===== src/rtl/vga_console_ctrl_if.sv =====
//==============================================================================
// Module      : vga_console_ctrl_if
// Description : Character stream handshake and text-buffer port bundle for
//               the VGA console write controller.
// Revision    : 1.0 - initial release
//==============================================================================
`default_nettype none

interface vga_console_ctrl_if #(
    parameter int NUM_ROWS = 3,
    parameter int NUM_COLS = 10
);
    localparam int AW = $clog2(NUM_ROWS * NUM_COLS);

    logic          char_valid;
    logic          char_ready;
    logic [6:0]    char_data;
    logic [1:0]    char_color;
    logic          buf_we;
    logic [AW-1:0] buf_waddr;
    logic [8:0]    buf_wdata;
    logic [AW-1:0] buf_raddr;
    logic [8:0]    buf_rdata;

    modport master (
        output char_valid, char_data, char_color, buf_rdata,
        input  char_ready, buf_we, buf_waddr, buf_wdata, buf_raddr
    );

    modport slave (
        input  char_valid, char_data, char_color, buf_rdata,
        output char_ready, buf_we, buf_waddr, buf_wdata, buf_raddr
    );
endinterface

`default_nettype wire


===== src/rtl/vga_console_ctrl.sv =====
//==============================================================================
// Module      : vga_console_ctrl
// Description : Terminal-style writer for the VGA text buffer: cursor, CR/LF/
//               BS/FF handling, line wrap, scroll and clear. Optional macro
//               CONSOLE_VBLANK_SYNC_EN holds scroll/clear until vblank.
// Revision    : 1.0 - initial release
//==============================================================================
`default_nettype none

module vga_console_ctrl #(
    parameter int  NUM_ROWS  = 3,
    parameter int  NUM_COLS  = 10,
    localparam int NUM_CHARS = NUM_ROWS * NUM_COLS,
    localparam int AW        = $clog2(NUM_CHARS),
    localparam int RW        = $clog2(NUM_ROWS),
    localparam int CLW       = $clog2(NUM_COLS)
) (
    input  logic                clk,
    input  logic                rst,
    vga_console_ctrl_if.slave   bus,
    input  logic                vblank,
    output logic [RW-1:0]       cur_row,
    output logic [CLW-1:0]      cur_col,
    output logic                busy
);

    // Counter must reach NUM_CHARS as the end-of-sequence marker
    localparam int CW = $clog2(NUM_CHARS + 1);

    localparam logic [CW-1:0]  c_cnt_cols     = CW'(NUM_COLS);
    localparam logic [CW-1:0]  c_cnt_last_src = CW'(NUM_CHARS - 1);
    localparam logic [CW-1:0]  c_cnt_last_row = CW'(NUM_CHARS - NUM_COLS);
    localparam logic [CW-1:0]  c_cnt_end      = CW'(NUM_CHARS);
    localparam logic [CLW-1:0] c_col_last     = CLW'(NUM_COLS - 1);
    localparam logic [RW-1:0]  c_row_last     = RW'(NUM_ROWS - 1);
    localparam logic [8:0]     c_blank        = 9'h020;

`ifdef CONSOLE_VBLANK_SYNC_EN
    typedef enum logic [1:0] {
        IDLE    = 2'd0,
        SCROLL  = 2'd1,
        CLEAR   = 2'd2,
        WAIT_VB = 2'd3
    } state_t;
`else
    typedef enum logic [1:0] {
        IDLE    = 2'd0,
        SCROLL  = 2'd1,
        CLEAR   = 2'd2
    } state_t;
`endif

    state_t          r_state, w_state_nxt;
    logic [CW-1:0]   r_cnt, w_cnt_nxt;
    logic [RW-1:0]   r_row, w_row_nxt;
    logic [CLW-1:0]  r_col, w_col_nxt;
    logic            r_we, w_we_nxt;
    logic [AW-1:0]   r_waddr, w_waddr_nxt;
    logic [8:0]      r_wdata, w_wdata_nxt;

    logic            w_printable;
    logic            w_wrap;
    logic            w_go_scroll;
    logic            w_go_clear;
    logic            w_start_scroll;
    logic            w_start_clear;
    logic [AW-1:0]   w_cur_addr;

`ifdef CONSOLE_VBLANK_SYNC_EN
    logic            r_pend_clr, w_pend_clr_nxt;
`else
    logic            w_unused_vblank;
    assign w_unused_vblank = vblank;
`endif

    assign w_printable = (bus.char_data >= 7'h20) && (bus.char_data <= 7'h7E);
    assign w_cur_addr  = AW'(int'(r_row) * NUM_COLS + int'(r_col));

    always_ff @(posedge clk) begin
        if (rst) begin
            r_state <= IDLE;
            r_cnt   <= '0;
            r_row   <= '0;
            r_col   <= '0;
            r_we    <= 1'b0;
            r_waddr <= '0;
            r_wdata <= '0;
`ifdef CONSOLE_VBLANK_SYNC_EN
            r_pend_clr <= 1'b0;
`endif
        end else begin
            r_state <= w_state_nxt;
            r_cnt   <= w_cnt_nxt;
            r_row   <= w_row_nxt;
            r_col   <= w_col_nxt;
            r_we    <= w_we_nxt;
            r_waddr <= w_waddr_nxt;
            r_wdata <= w_wdata_nxt;
`ifdef CONSOLE_VBLANK_SYNC_EN
            r_pend_clr <= w_pend_clr_nxt;
`endif
        end
    end

    always_comb begin
        w_state_nxt    = r_state;
        w_cnt_nxt      = r_cnt;
        w_row_nxt      = r_row;
        w_col_nxt      = r_col;
        w_we_nxt       = 1'b0;
        w_waddr_nxt    = r_waddr;
        w_wdata_nxt    = r_wdata;
        w_wrap         = 1'b0;
        w_go_scroll    = 1'b0;
        w_go_clear     = 1'b0;
        w_start_scroll = 1'b0;
        w_start_clear  = 1'b0;
`ifdef CONSOLE_VBLANK_SYNC_EN
        w_pend_clr_nxt = r_pend_clr;
`endif

        case (r_state)
            IDLE: begin
                if (bus.char_valid) begin
                    if (w_printable) begin
                        w_we_nxt    = 1'b1;
                        w_waddr_nxt = w_cur_addr;
                        w_wdata_nxt = {bus.char_color, bus.char_data};
                        if (r_col < c_col_last) begin
                            w_col_nxt = r_col + 1'b1;
                        end else begin
                            w_wrap = 1'b1;
                        end
                    end else if (bus.char_data == 7'h0A) begin
                        w_wrap = 1'b1;
                    end else if (bus.char_data == 7'h0D) begin
                        w_col_nxt = '0;
                    end else if (bus.char_data == 7'h08) begin
                        if (r_col != '0) begin
                            w_col_nxt = r_col - 1'b1;
                        end
                    end else if (bus.char_data == 7'h0C) begin
                        w_row_nxt  = '0;
                        w_col_nxt  = '0;
                        w_go_clear = 1'b1;
                    end

                    if (w_wrap) begin
                        w_col_nxt = '0;
                        if (r_row < c_row_last) begin
                            w_row_nxt = r_row + 1'b1;
                        end else begin
                            w_go_scroll = 1'b1;
                        end
                    end
                end
            end

            // Read of cell s is presented now; its copy lands NUM_COLS lower next cycle
            SCROLL: begin
                w_we_nxt    = 1'b1;
                w_waddr_nxt = AW'(r_cnt - c_cnt_cols);
                w_wdata_nxt = bus.buf_rdata;
                if (r_cnt == c_cnt_last_src) begin
                    w_state_nxt = CLEAR;
                    w_cnt_nxt   = c_cnt_last_row;
                end else begin
                    w_cnt_nxt = r_cnt + 1'b1;
                end
            end

            // The cycle with r_cnt at the end marker keeps busy high over the last write
            CLEAR: begin
                if (r_cnt == c_cnt_end) begin
                    w_state_nxt = IDLE;
                end else begin
                    w_we_nxt    = 1'b1;
                    w_waddr_nxt = AW'(r_cnt);
                    w_wdata_nxt = c_blank;
                    w_cnt_nxt   = r_cnt + 1'b1;
                end
            end

`ifdef CONSOLE_VBLANK_SYNC_EN
            WAIT_VB: begin
                if (vblank) begin
                    w_start_clear  = r_pend_clr;
                    w_start_scroll = !r_pend_clr;
                end
            end
`endif

            default: begin
                w_state_nxt = IDLE;
            end
        endcase

`ifdef CONSOLE_VBLANK_SYNC_EN
        if (w_go_scroll || w_go_clear) begin
            w_state_nxt    = WAIT_VB;
            w_pend_clr_nxt = w_go_clear;
        end
`else
        w_start_scroll = w_go_scroll;
        w_start_clear  = w_go_clear;
`endif

        if (w_start_scroll) begin
            w_state_nxt = SCROLL;
            w_cnt_nxt   = c_cnt_cols;
        end

        // Cell 0 is launched together with the start so clear writes begin next cycle
        if (w_start_clear) begin
            w_state_nxt = CLEAR;
            w_cnt_nxt   = CW'(1);
            w_we_nxt    = 1'b1;
            w_waddr_nxt = '0;
            w_wdata_nxt = c_blank;
        end
    end

    assign bus.char_ready = (r_state == IDLE) && !rst;
    assign busy           = (r_state != IDLE) && !rst;
    assign bus.buf_raddr  = (r_state == SCROLL) ? AW'(r_cnt) : '0;
    assign bus.buf_we     = r_we;
    assign bus.buf_waddr  = r_waddr;
    assign bus.buf_wdata  = r_wdata;
    assign cur_row        = r_row;
    assign cur_col        = r_col;

endmodule

`default_nettype wire


===== src/flat_wrapper.sv =====
// flat-port wrapper written by rule: the top's interface ports become plain ports
module vga_console_ctrl_flat 
#(
    parameter int  NUM_ROWS  = 3,
    parameter int  NUM_COLS  = 10,
    localparam int NUM_CHARS = NUM_ROWS * NUM_COLS,
    localparam int AW        = $clog2(NUM_CHARS),
    localparam int RW        = $clog2(NUM_ROWS),
    localparam int CLW       = $clog2(NUM_COLS)
)
  (clk, rst, vblank, cur_row, cur_col, busy, bus_char_valid, bus_char_data, bus_char_color, bus_buf_rdata, bus_char_ready, bus_buf_we, bus_buf_waddr, bus_buf_wdata, bus_buf_raddr);
  vga_console_ctrl_if #(.NUM_ROWS(NUM_ROWS), .NUM_COLS(NUM_COLS)) bus_i ();
  input  logic clk;
  input  logic rst;
  input  logic vblank;
  output logic [RW-1:0] cur_row;
  output logic [CLW-1:0] cur_col;
  output logic busy;
  input wire logic [$bits(bus_i.char_valid)-1:0] bus_char_valid;
  input wire logic [$bits(bus_i.char_data)-1:0] bus_char_data;
  input wire logic [$bits(bus_i.char_color)-1:0] bus_char_color;
  input wire logic [$bits(bus_i.buf_rdata)-1:0] bus_buf_rdata;
  output wire logic [$bits(bus_i.char_ready)-1:0] bus_char_ready;
  output wire logic [$bits(bus_i.buf_we)-1:0] bus_buf_we;
  output wire logic [$bits(bus_i.buf_waddr)-1:0] bus_buf_waddr;
  output wire logic [$bits(bus_i.buf_wdata)-1:0] bus_buf_wdata;
  output wire logic [$bits(bus_i.buf_raddr)-1:0] bus_buf_raddr;
  assign bus_i.char_valid = bus_char_valid;
  assign bus_i.char_data = bus_char_data;
  assign bus_i.char_color = bus_char_color;
  assign bus_i.buf_rdata = bus_buf_rdata;
  assign bus_char_ready = bus_i.char_ready;
  assign bus_buf_we = bus_i.buf_we;
  assign bus_buf_waddr = bus_i.buf_waddr;
  assign bus_buf_wdata = bus_i.buf_wdata;
  assign bus_buf_raddr = bus_i.buf_raddr;
  vga_console_ctrl #(.NUM_ROWS(NUM_ROWS), .NUM_COLS(NUM_COLS)) u_core (.clk(clk), .rst(rst), .bus(bus_i), .vblank(vblank), .cur_row(cur_row), .cur_col(cur_col), .busy(busy));
endmodule

===== config.mk =====
export PLATFORM = sky130hd
export DESIGN_NAME = vga_console_ctrl_flat
export DESIGN_NICKNAME = d
export VERILOG_FILES = /design/src/rtl/vga_console_ctrl_if.sv /design/src/rtl/vga_console_ctrl.sv /design/src/flat_wrapper.sv
export SDC_FILE = /design/constraint.sdc
export NUM_CORES = 1
export LEC_CHECK = 0
export ABC_AREA = 0
export CORE_UTILIZATION = 35
export DETAILED_ROUTE_END_ITERATION = 8
export HOLD_SLACK_MARGIN = 0.08
export MAX_ROUTING_LAYER = met4
export PLACE_DENSITY = 0.71
export SLEW_MARGIN = 5
export SYNTH_ARGS = -nofsm -noshare
export SYNTH_HDL_FRONTEND = slang
export SYNTH_SLANG_ARGS = --single-unit

===== constraint.sdc =====
create_clock -name clk -period 5 [get_ports clk]
set_input_delay 1.5 -clock clk [delete_from_list [all_inputs] [get_ports clk]]
set_output_delay 1.5 -clock clk [all_outputs]
set_load 0.1 [all_outputs]

==> flow_summary_export.csv <==
group,metric,value,unit
final_layout,antenna_cells,0,
clock_network,cts_max_level,1,
timing,period_minus_slack,4100,ps
timing,worst_pin_slew,991,ps
min_path,hold_end,"u_core.bus.buf_waddr[4]",
clock_network,cts_hold_buf,0,
final_layout,layout_common_cells,"46 x clkdlybuf4s50_1, 28 x dfxtp_1, 26 x nor2_1, 19 x a21oi_1",
die,coreArea,0.00520,mm2
place,dp_hpwl,3.54,mm
final_layout,final_common_cell,"clkdlybuf4s50_1",
global_route,grt_use_met2,27.0,%
min_path,hold_path_depth,2,
global_route,grt-busiest-layer,"met2",
drt,drt_iter0_drc,88,
synthesis,seq_area_frac_synth,29.1,%
die,num_io_pins,50,
status,outcome,"finished clean",
place,place_ws,1050,ps
timing,rsz0062_at_grt,"no",
critical_path,reg2reg_to,"u_core.bus.buf_wdata[5]",
place,gp_congestion,0.827,
clock_network,cts_resized,0,
power,p_clk_share,23.3,%
global_route,antenna_found_initial,0,
global_route,use_met3,2.40,%
clock_network,numClockSinks,28,
synthesis,ys_seq_elements,28,
critical_path,crit_fanout,18,
place,portBuffers,48,
global_route,use_met1,23.3,%
global_route,grt-ovfl-total,0,
clock_network,cts_buffer_depth,2,
timing,hold_viol_final,0,
drt,ant_nets,0,
final_layout,fin_util,48.3,%
synthesis,syn-num-nets,267,
power,total_leakage_power,0.920,nW
timing,setup_viol,0,
clock_network,post_cts_buffers,0,
power,comb_power_share,32.5,%
global_route,grt_max_degree,25,
synthesis,synth_area_per_cell,8.41,um2
power,ir_drop,115,uV
power,power_frac_seq,44.2,%
min_path,min_path_type,"flip-flop to flip-flop",
final_layout,syn2layout_area_growth,30.6,%
critical_path,ff2ff_setup_slack,2740,ps
drt,wl,4.73,mm
global_route,grt_usage,17.4,%
clock_network,cts_buffers,3,
global_route,grt_pass1_vias,1693,
timing,clock.fmax,0.244,GHz
timing,timing.final.ws_setup,899,ps
critical_path,reg2regPathDepth,6,
synthesis,synth_edf_count,0,
power,p_int,0.000344,W
timing,max_slew_margin,33.7,%
power,swShare,36.8,%
drt,num_vias,1788,
critical_path,worst_setup_path_start_kind,"flip-flop",
final_layout,register_area,561,um2
synthesis,syn-instance-count,229,
die,die_w,76.2,um
synthesis,syn_area,0.00193,mm2
die,num_rows,26,
die,start_util,37.0,%
die,die-area,0.00581,mm2
drt,via_per_inst,5.26,
critical_path,arrival,2600,ps
timing,period_share,82.0,%
final_layout,multiInputGateArea,0.00126,mm2
critical_path,r2r_start,"u_core.r_state[1]",
drt,firstDrtPassIters,6,
critical_path,path_class,"flip-flop to output port",
drt,wl_per_cell,13.9,um
final_layout,drive_above_1_share,6.67,%
die,die_height,76.2,um
final_layout,num-fill-cells,514,
synthesis,synthArstFlopShare,0,%
clock_network,root_buffer,"clkbuf_8",
final_layout,nNetsFinal,310,
critical_path,cp_data_required_time,3500,ps
synthesis,ys_warn_count,0,
synthesis,synth_cell_types,54,
clock_network,cts_tree,"yes",
timing,tns,0,ps
min_path,hold_path_startpoint,"u_core.bus.buf_waddr[4]",
critical_path,endpoint_kind,"output port",
power,power.density,217,mW/mm2
timing,fin_worst_skew,1.78,ps
timing,drv_slew,0,
synthesis,synthFlopType,"dfxtp_1",
flow_run,max-cap-violations,0,
clock_network,clk_latency,280,ps
global_route,grt_first_pass_wirelength,8.01,mm
clock_network,clk_pin_slew,90,ps
drt,drc,0,
power,switchingPower,0.000201,W
-- per-stage QoR --
stage,instance area [um2],total power [W],hold WS [ps],std cells
global route,2520,0.000569,520,340
finish,2520,0.000545,488,340
global placement,2470,0.000422,462,337
floorplan,1930,0.000370,594,229
detailed placement,2470,0.000424,476,337
CTS,2520,0.000550,491,340
-- sequential cells by signal (all words and copies together) (netlist names) --
signal,count
u_core.bus.buf_waddr,5
u_core.bus.buf_wdata,9
u_core.bus.buf_we,1
u_core.cur_col,4
u_core.cur_row,2
u_core.r_cnt,5
u_core.r_state,2
-- power by group through the flow --
stage	logic [W]	registers (W)	clock network (W)
4_1_cts	0.000178	0.000241	0.000131
3_3_place_gp	0.000177	0.000246	0
3_5_place_dp	0.000178	0.000246	0
2_1_floorplan	0.0000532	0.000317	0
6_report	0.000177	0.000241	0.000127
5_1_grt	0.000187	0.000243	0.000139
-- layer usage --
metal / vias up / share of wire [%]
met2: 60 / 45
met1: 802 / 47
met5: - / 0
met3: 5 / 6.1
li1: 921 / -
met4: 0 / 1.3
-- logic make-up after synthesis --
group | after synthesis | share of synthesized area, %
mux | 9 | 4.81
fa+ha+maj | 16 | 10.8
simple gates | 73 | 20.7
buf+inv | 27 | 5.58
xor+xnor | 5 | 2.27
flops | 28 | 29.1
compound gates | 71 | 26.8
-- Yosys cell counts, drive strengths merged (6+ instances only) --
master,instances,area (um2)
dfxtp,28,561
nor2,26,97.6
a21oi,19,95.1
ha,15,188
inv,15,56.3
a211oi,13,103
nand2,12,45.0
a22oi,8,60.1
nand3,8,45.0
mux2i,7,70.1
o21ai,7,46.3
clkbuf,6,22.5
-- worst max-delay path, cell delays in order (launching register included) --
cell and delay, ps:
dfxtp_1 350, inv_1 100, ha_1 520, nand2_1 150, inv_1 70, clkdlybuf4s50_1 1120
-- area by class of cell --
class | instances | area share [%]
multi-input combinational | 174 | 50.0
sequential | 28 | 22.3
timing repair buffer | 49 | 20.2
clock buffer | 3 | 1.64
tap | 70 | 3.48
inverter | 16 | 2.39
-- worst max path at each step --
stage	from	end	slack, ps
after floorplan	rst	bus_char_ready	470
after detailed placement	rst	bus_char_ready	1050
after CTS	u_core.r_state[1]	bus_buf_raddr[4]	900
final	u_core.r_state[1]	bus_buf_raddr[4]	900
after global placement	rst	bus_char_ready	1050
after global routing	u_core.r_state[1]	bus_buf_raddr[4]	760
Note: power is estimated with default switching activity, not from simulation.
